[src/rtl/sp_eval_pkg.sv]
// Shared types and constants for the sprite evaluation engine.
//   second_oam_t    : one committed secondary-OAM slot as seen by the renderer
//   SPRITE_HEIGHT_* : sprite heights for 8x8 / 8x16 mode
//   OAM_ENTRIES     : number of 4-byte entries in primary OAM
//   sp_eval_state_t : evaluation FSM state encoding
package sp_eval_pkg;

  typedef struct packed {
    logic       active;
    logic [7:0] x_pos;
    logic [7:0] attribute;
    logic [7:0] bitmap_lo;
    logic [7:0] bitmap_hi;
  } second_oam_t;

  localparam logic [4:0] SPRITE_HEIGHT_8  = 5'd8;
  localparam logic [4:0] SPRITE_HEIGHT_16 = 5'd16;
  localparam int         OAM_ENTRIES      = 64;

  // state | meaning
  // IDLE  | waiting for start; wbuf holds the last completed (or aborted) line
  // SCAN  | walking primary OAM, copying hits into wbuf
  // FETCH | reading pattern bytes for each found slot
  // DONE  | one cycle; wbuf complete, done pulses on the way back to IDLE
  typedef logic [1:0] sp_eval_state_t;
  localparam sp_eval_state_t ST_IDLE  = 2'd0;
  localparam sp_eval_state_t ST_SCAN  = 2'd1;
  localparam sp_eval_state_t ST_FETCH = 2'd2;
  localparam sp_eval_state_t ST_DONE  = 2'd3;

endpackage

[src/rtl/sp_eval_pat_addr.sv]
// Combinational pattern-table address for one sprite row.
//   tile_i    : tile index from OAM byte 1
//   fine_y_i  : row - Y (0..15) for this sprite
//   vflip_i   : attribute[7]
//   size16_i  : 1 = 8x16 sprites
//   pt_sel_i  : pattern table for 8x8 sprites
//   plane_i   : 0 = low bitplane, 1 = high bitplane
//   addr_o    : 14-bit VRAM address
module sp_pat_addr
  import sp_eval_pkg::*;
(
  input  logic [7:0]  tile_i,
  input  logic [3:0]  fine_y_i,
  input  logic        vflip_i,
  input  logic        size16_i,
  input  logic        pt_sel_i,
  input  logic        plane_i,
  output logic [13:0] addr_o
);

  logic [3:0] fy;

  always_comb begin
    fy = fine_y_i;
    if (vflip_i) fy = (size16_i ? 4'd15 : 4'd7) - fine_y_i;
    // 8x16: table comes from tile[0], fy[3] picks the top/bottom tile
    if (size16_i) addr_o = {1'b0, tile_i[0], tile_i[7:1], fy[3], plane_i, fy[2:0]};
    else          addr_o = {1'b0, pt_sel_i, tile_i, plane_i, fy[2:0]};
  end

endmodule

[src/rtl/sp_eval.sv]
// Sprite evaluation and pattern fetch. Scans primary OAM for sprites on
// the requested row, keeps the first eight in a working buffer, fetches
// their pattern bytes, and commits the buffer to sec_oam on line_start.
//   clk, rst              : clock, async active-high reset
//   start, row, sp_size,
//   sp_pt_sel             : begin evaluation (parameters sampled on start)
//   line_start            : commit completed buffer / abort a running eval
//   oam_addr, oam_data    : primary OAM read port (1-cycle latency)
//   vram_addr, vram_re,
//   vram_data             : pattern read port (data the cycle after re)
//   sec_oam               : committed slots for the renderer
//   busy, done            : evaluation status
//   sp_overflow,
//   sp0_on_line           : committed flags
module sp_eval
  import sp_eval_pkg::*;
#(
  parameter int SP_SLOTS = 8
) (
  input  logic              clk,
  input  logic              rst,
  input  logic              start,
  input  logic [8:0]        row,
  input  logic              sp_size,
  input  logic              sp_pt_sel,
  input  logic              line_start,
  output logic [7:0]        oam_addr,
  input  logic [7:0]        oam_data,
  output logic [13:0]       vram_addr,
  output logic              vram_re,
  input  logic [7:0]        vram_data,
  output second_oam_t [7:0] sec_oam,
  output logic              busy,
  output logic              done,
  output logic              sp_overflow,
  output logic              sp0_on_line
);

  localparam logic [5:0] LAST_ENTRY = 6'(OAM_ENTRIES - 1);

  sp_eval_state_t    state_q, state_d;
  logic [8:0]        row_q, row_d;
  logic              size_q, size_d;
  logic              pt_q, pt_d;
  logic [5:0]        n_q, n_d;
  logic [1:0]        bsel_q, bsel_d;
  logic              ph_q, ph_d;
  logic [3:0]        cnt_q, cnt_d;
  logic [3:0]        slot_q, slot_d;
  logic [1:0]        fph_q, fph_d;
  logic              hi_pend_q, hi_pend_d;
  second_oam_t [7:0] wbuf_q, wbuf_d;
  logic [7:0][3:0]   fy_q, fy_d;
  logic [7:0][7:0]   tile_q, tile_d;
  logic              ovf_q, ovf_d;
  logic              sp0_q, sp0_d;
  logic              valid_q, valid_d;
  logic              done_q, done_d;
  logic              re_q, re_d;
  logic [13:0]       vaddr_q, vaddr_d;
  second_oam_t [7:0] sec_q, sec_d;
  logic              ovl_q, ovl_d;
  logic              sp0l_q, sp0l_d;

  logic [8:0]  diff;
  logic [4:0]  height;
  logic        hit;
  logic        next_entry;
  logic [3:0]  fslot;
  logic [2:0]  psel;
  logic [13:0] pat_addr;

  assign height = size_q ? SPRITE_HEIGHT_16 : SPRITE_HEIGHT_8;
  assign diff   = row_q - {1'b0, oam_data};
  assign hit    = diff < {4'd0, height};

  // At phase 0 a pending high byte closes out slot_q, so the next low
  // fetch belongs to the following slot.
  assign fslot = hi_pend_q ? slot_q + 4'd1 : slot_q;
  assign psel  = (fph_q == 2'd0) ? fslot[2:0] : slot_q[2:0];

  sp_pat_addr u_pat_addr (
    .tile_i   (tile_q[psel]),
    .fine_y_i (fy_q[psel]),
    .vflip_i  (wbuf_q[psel].attribute[7]),
    .size16_i (size_q),
    .pt_sel_i (pt_q),
    .plane_i  (fph_q[1]),
    .addr_o   (pat_addr)
  );

  always_comb begin
    state_d    = state_q;
    row_d      = row_q;
    size_d     = size_q;
    pt_d       = pt_q;
    n_d        = n_q;
    bsel_d     = bsel_q;
    ph_d       = ph_q;
    cnt_d      = cnt_q;
    slot_d     = slot_q;
    fph_d      = fph_q;
    hi_pend_d  = hi_pend_q;
    wbuf_d     = wbuf_q;
    fy_d       = fy_q;
    tile_d     = tile_q;
    ovf_d      = ovf_q;
    sp0_d      = sp0_q;
    valid_d    = valid_q;
    done_d     = 1'b0;
    re_d       = re_q;
    vaddr_d    = vaddr_q;
    sec_d      = sec_q;
    ovl_d      = ovl_q;
    sp0l_d     = sp0l_q;
    next_entry = 1'b0;

    case (state_q)
      ST_IDLE: begin
        if (start) begin
          state_d = ST_SCAN;
          row_d   = row;
          size_d  = sp_size;
          pt_d    = sp_pt_sel;
          wbuf_d  = '0;
          fy_d    = '0;
          tile_d  = '0;
          cnt_d   = 4'd0;
          n_d     = 6'd0;
          bsel_d  = 2'd0;
          ph_d    = 1'b0;
          ovf_d   = 1'b0;
          sp0_d   = 1'b0;
          valid_d = 1'b0;
        end
      end
      ST_SCAN: begin
        ph_d = ~ph_q;
        if (ph_q) begin
          case (bsel_q)
            2'd0: begin
              if (hit && cnt_q < 4'(SP_SLOTS)) begin
                bsel_d             = 2'd1;
                fy_d[cnt_q[2:0]]   = diff[3:0];
                if (n_q == 6'd0) sp0_d = 1'b1;
              end else begin
                if (hit) ovf_d = 1'b1;
                next_entry = 1'b1;
              end
            end
            2'd1: begin
              tile_d[cnt_q[2:0]] = oam_data;
              bsel_d             = 2'd2;
            end
            2'd2: begin
              wbuf_d[cnt_q[2:0]].attribute = oam_data;
              bsel_d                       = 2'd3;
            end
            default: begin
              wbuf_d[cnt_q[2:0]].x_pos  = oam_data;
              wbuf_d[cnt_q[2:0]].active = 1'b1;
              cnt_d                     = cnt_q + 4'd1;
              bsel_d                    = 2'd0;
              next_entry                = 1'b1;
            end
          endcase
          if (next_entry) begin
            if (n_q == LAST_ENTRY) begin
              state_d   = ST_FETCH;
              slot_d    = 4'd0;
              fph_d     = 2'd0;
              hi_pend_d = 1'b0;
            end else begin
              n_d = n_q + 6'd1;
            end
          end
        end
      end
      ST_FETCH: begin
        case (fph_q)
          2'd0: begin
            if (hi_pend_q) wbuf_d[slot_q[2:0]].bitmap_hi = vram_data;
            hi_pend_d = 1'b0;
            slot_d    = fslot;
            if (fslot == cnt_q) begin
              state_d = ST_DONE;
            end else begin
              vaddr_d = pat_addr;
              re_d    = 1'b1;
              fph_d   = 2'd1;
            end
          end
          2'd1: begin
            re_d  = 1'b0;
            fph_d = 2'd2;
          end
          2'd2: begin
            wbuf_d[slot_q[2:0]].bitmap_lo = vram_data;
            vaddr_d = pat_addr;
            re_d    = 1'b1;
            fph_d   = 2'd3;
          end
          default: begin
            re_d      = 1'b0;
            fph_d     = 2'd0;
            hi_pend_d = 1'b1;
          end
        endcase
      end
      default: begin
        state_d = ST_IDLE;
        done_d  = 1'b1;
        valid_d = 1'b1;
      end
    endcase

    // Commit reads the _q copies, so a simultaneous start still commits
    // the previous line.
    if (line_start) begin
      if (state_q == ST_SCAN || state_q == ST_FETCH) begin
        state_d = ST_IDLE;
        re_d    = 1'b0;
        valid_d = 1'b0;
        sec_d   = '0;
        ovl_d   = 1'b0;
        sp0l_d  = 1'b0;
      end else if (state_q == ST_DONE || valid_q) begin
        sec_d  = wbuf_q;
        ovl_d  = ovf_q;
        sp0l_d = sp0_q;
      end
    end
  end

  always_ff @(posedge clk or posedge rst) begin
    if (rst) begin
      state_q   <= ST_IDLE;
      row_q     <= '0;
      size_q    <= 1'b0;
      pt_q      <= 1'b0;
      n_q       <= '0;
      bsel_q    <= '0;
      ph_q      <= 1'b0;
      cnt_q     <= '0;
      slot_q    <= '0;
      fph_q     <= '0;
      hi_pend_q <= 1'b0;
      wbuf_q    <= '0;
      fy_q      <= '0;
      tile_q    <= '0;
      ovf_q     <= 1'b0;
      sp0_q     <= 1'b0;
      valid_q   <= 1'b0;
      done_q    <= 1'b0;
      re_q      <= 1'b0;
      vaddr_q   <= '0;
      sec_q     <= '0;
      ovl_q     <= 1'b0;
      sp0l_q    <= 1'b0;
    end else begin
      state_q   <= state_d;
      row_q     <= row_d;
      size_q    <= size_d;
      pt_q      <= pt_d;
      n_q       <= n_d;
      bsel_q    <= bsel_d;
      ph_q      <= ph_d;
      cnt_q     <= cnt_d;
      slot_q    <= slot_d;
      fph_q     <= fph_d;
      hi_pend_q <= hi_pend_d;
      wbuf_q    <= wbuf_d;
      fy_q      <= fy_d;
      tile_q    <= tile_d;
      ovf_q     <= ovf_d;
      sp0_q     <= sp0_d;
      valid_q   <= valid_d;
      done_q    <= done_d;
      re_q      <= re_d;
      vaddr_q   <= vaddr_d;
      sec_q     <= sec_d;
      ovl_q     <= ovl_d;
      sp0l_q    <= sp0l_d;
    end
  end

  assign oam_addr    = {n_q, bsel_q};
  assign vram_addr   = vaddr_q;
  assign vram_re     = re_q;
  assign sec_oam     = sec_q;
  assign busy        = (state_q != ST_IDLE);
  assign done        = done_q;
  assign sp_overflow = ovl_q;
  assign sp0_on_line = sp0l_q;

endmodule

[config.mk]
export PLATFORM = sky130hd
export DESIGN_NAME = sp_eval
export DESIGN_NICKNAME = d
export VERILOG_FILES = /design/src/rtl/sp_eval_pkg.sv /design/src/rtl/sp_eval_pat_addr.sv /design/src/rtl/sp_eval.sv
export SDC_FILE = /design/constraint.sdc
export NUM_CORES = 2
export LEC_CHECK = 0
export ABC_AREA = 1
export CELL_PAD_IN_SITES_DETAIL_PLACEMENT = 2
export CELL_PAD_IN_SITES_GLOBAL_PLACEMENT = 2
export CORE_MARGIN = 2
export CORE_UTILIZATION = 35
export CTS_CLUSTER_SIZE = 24
export DETAILED_ROUTE_END_ITERATION = 8
export PLACE_DENSITY_LB_ADDON = 0.05
export SKIP_CTS_REPAIR_TIMING = 1
export SYNTH_ARGS = -nofsm -noshare
export SYNTH_HDL_FRONTEND = slang
export SYNTH_SLANG_ARGS = --single-unit
[constraint.sdc]
create_clock -name clk -period 27.3 [get_ports clk]
set_input_delay 4.095 -clock clk [delete_from_list [all_inputs] [get_ports clk]]
set_output_delay 4.095 -clock clk [all_outputs]
set_load 0.05 [all_outputs]
==> impl_metrics.json <==
{
  "routed_wl_um": 114600,
  "clkLatencyLatePin_ps": 630,
  "syn2layout_area_growth_pct": 22.00,
  "gp_congestion": 0.8280,
  "fmax_mhz": 132.2,
  "pre_cts_slack_ps": 19040,
  "grt_antenna_before_repair": 2,
  "worst_path_dominant_cell_family": "simple AND/OR/NAND/NOR gates",
  "timing.hold.ws_ps": 473.4,
  "yosys_warnings": 0,
  "critPathArrivalTime_ps": 8100,
  "rows": 106,
  "yosysMostFrequentCell": "dfrtp_1",
  "cp.required_ps": 27830,
  "status": "complete, no violations",
  "ys_types": 64,
  "synth.net_count": 3249,
  "period_minus_slack_ps": 7566,
  "start_kind": "input pin",
  "clkTransAtPathRegs_ps": 60,
  "tightest_slew_ps": 1256,
  "end_kind": "register",
  "dpl_cell_area_mm2": 0.03351,
  "ys.flop_type": "dfrtp_1",
  "crit_buf_inv": 2,
  "fin_worst_skew_ps": 13.55,
  "track_usage": 0.2672,
  "firstDrtPassIters": 5,
  "wl_per_cell_um": 25.02,
  "async_reset_ff_frac": 1.000,
  "ir_worst_vdd_mv": 0.04692,
  "cts_tree": "yes",
  "die_x_um": 294.5,
  "grt_max_degree": 285,
  "utilization": 0.4314,
  "final_area_mm2": 0.03604,
  "first_global_vias": 27790,
  "yosysTopAreaCellShare": 0.5734,
  "hold_class": "reg2reg",
  "fin_nets": 3496,
  "slowest_delay_ps": 740,
  "critical-path-slowest-cell": "nand2_2",
  "layout_setup_ws_ps": 19730,
  "synthTopCellsByArea": "dfrtp_1 (57%), o21ai_0 (8.0%), nand3_1 (6.0%)",
  "drc": 0,
  "syn_area_mm2": 0.02954,
  "ys_seq_elements": 677,
  "ys_seq_area_frac": 0.5734,
  "via_per_inst": 5.446,
  "hold_viol_final": 0,
  "p_per_area_mw_per_mm2": 82.97,
  "drive_gt1_frac": 0.06547,
  "initial_utilization": 0.3536,
  "antenna_cells": 0,
  "setup_viol": 0,
  "dp_hpwl_um": 77750,
  "io_buffers": 320,
  "syn_area_per_cell_um2": 9.253,
  "cp_cell_sequence": "clkdlybuf4s50_1 > or2_4 > nand2_1 > nor2_1 > nand2_4 > nor2_4 > buf_4 > nand2_1 > nand2_2 > o31ai_4 > o22ai_1",
  "synth.cells.most_frequent": "dfrtp_1 (677), o21ai_0 (471), inv_1 (464), nand2_1 (450), nand3_1 (353)",
  "crit_type": "in2reg",
  "clock_sinks": 677,
  "crit_top_cell": "nand2_1",
  "min_period_over_period": 0.2771,
  "drt_iter0_drc": 1462,
  "drv_slew": 0,
  "clk_path_buf_depth": 3,
  "vias": 24930,
  "cts_buffers": 80,
  "postRouteAntennaNets": 0,
  "ios": 322,
  "max_slew_margin": 0.1628,
  "synthCells": 3193,
  "tns_ps": 0,
  "synth_edf_count": 0,
  "cap_violations": 0,
  "cp_max_fo": 48,
  "grt_pass1_wl_um": 176700,
  "core_area_mm2": 0.08356,
  "overflow": 0,
  "cts_htree_levels": 3,
  "ctsRootBufferMaster": "clkbuf_16",
  "die_h_um": 294.5,
  "rsz0062_at_grt": "false",
  "die_area_mm2": 0.08675,
  "p_leak_nw": 15.35,
  "yosys.area.top_type": "dfrtp_1"
}
-- logic make-up after synthesis --
kind of cell    synth area share
buf+inv                  0.09182
simple gates              0.1417
mux                     0.002668
fa+ha+maj                0.01084
xor+xnor                0.004702
flops                     0.5734
other cells            0.0001269
compound gates            0.1747
-- final timing paths --
path	startpoint	endpoint	slack [ps]	cells past startpoint
worst min-delay path	fy_q[1]	fy_q[1]	470	2
worst min register to register	fy_q[1]	fy_q[1]	470	2
worst max register to register	state_q[1]	wbuf_q[193]	22200	14
worst max-delay path	start	wbuf_q[193]	19730	11
max in group asynchronous	rst	bsel_q[1]	19920	5
min in group asynchronous	rst	sec_oam[176]	3970	2
-- cell type report --
type                    instances  area [µm²]
clock inverters                19       183.9
fillers                      8915       47510
well taps                    1080        1351
flip-flops and latches        677       16940
inverters                     488        1852
multi-input cells            1844        9918
repair buffers                349        3446
clock buffers                 121        2350
-- power by group --
| part | internal [mW] | leakage [nW] | switching, mW |
|---|---|---|---|
| Combinational | 0.157 | 4.70 | 0.691 |
| Clock | 0.620 | 1.25 | 0.440 |
| Sequential | 1.05 | 9.41 | 0.0345 |
| Total | 1.83 | 15.4 | 1.17 |
-- cell usage in the layout, fill, tap and decap left out, types with 25 or more instances in the layout --
cell,synthesis,routed
nor2_1,67,67
clkbuf_1,100,25
o22ai_1,111,111
buf_4,9,27
a21oi_1,60,60
inv_1,464,463
nand2_1,450,449
o21ai_0,471,471
clkdlybuf4s50_1,0,320
clkbuf_16,0,83
o31ai_1,134,134
nand4_1,27,27
nand3_1,353,353
dfrtp_1,677,677
-- worst register-to-register path: cells and delay by family (launching register included) --
family	cells	cell delay, ps
AND/OR/NAND/NOR	5	2370
adder cells (fa/ha/maj)	1	180
buffers and inverters	5	1370
AO/OA/AOI/OAI	3	700
flip-flops	1	400
-- routing by layer --
metal  global-route usage  share of wire  vias to the layer above
li1                     -              -                    11180
met1               0.3413           0.43                    13070
met2               0.4721           0.51                      496
met3              0.03371          0.035                      181
met4              0.07902          0.028                        0
met5                    0              0                        -
-- state kept, by name, summed over array words and instances, names as in the netlist, 2 cells and up --
| signal | flops |
|---|---|
| vram_addr | 13 |
| wbuf_q | 264 |
| row_q | 9 |
| sec_oam | 264 |
| state_q | 2 |
| tile_q | 64 |
| n_q | 6 |
| cnt_q | 4 |
| bsel_q | 2 |
| fph_q | 2 |
| slot_q | 4 |
| fy_q | 32 |
-- per-stage QoR --
stage | power (mW) | std cells
6_report | 2.990 | 4578
5_1_grt | 3.126 | 4578
4_1_cts | 3.020 | 4578
3_5_place_dp | 1.948 | 4438
3_3_place_gp | 1.921 | 4438
2_1_floorplan | 1.645 | 3193
Power figures use the tool's default switching activity.
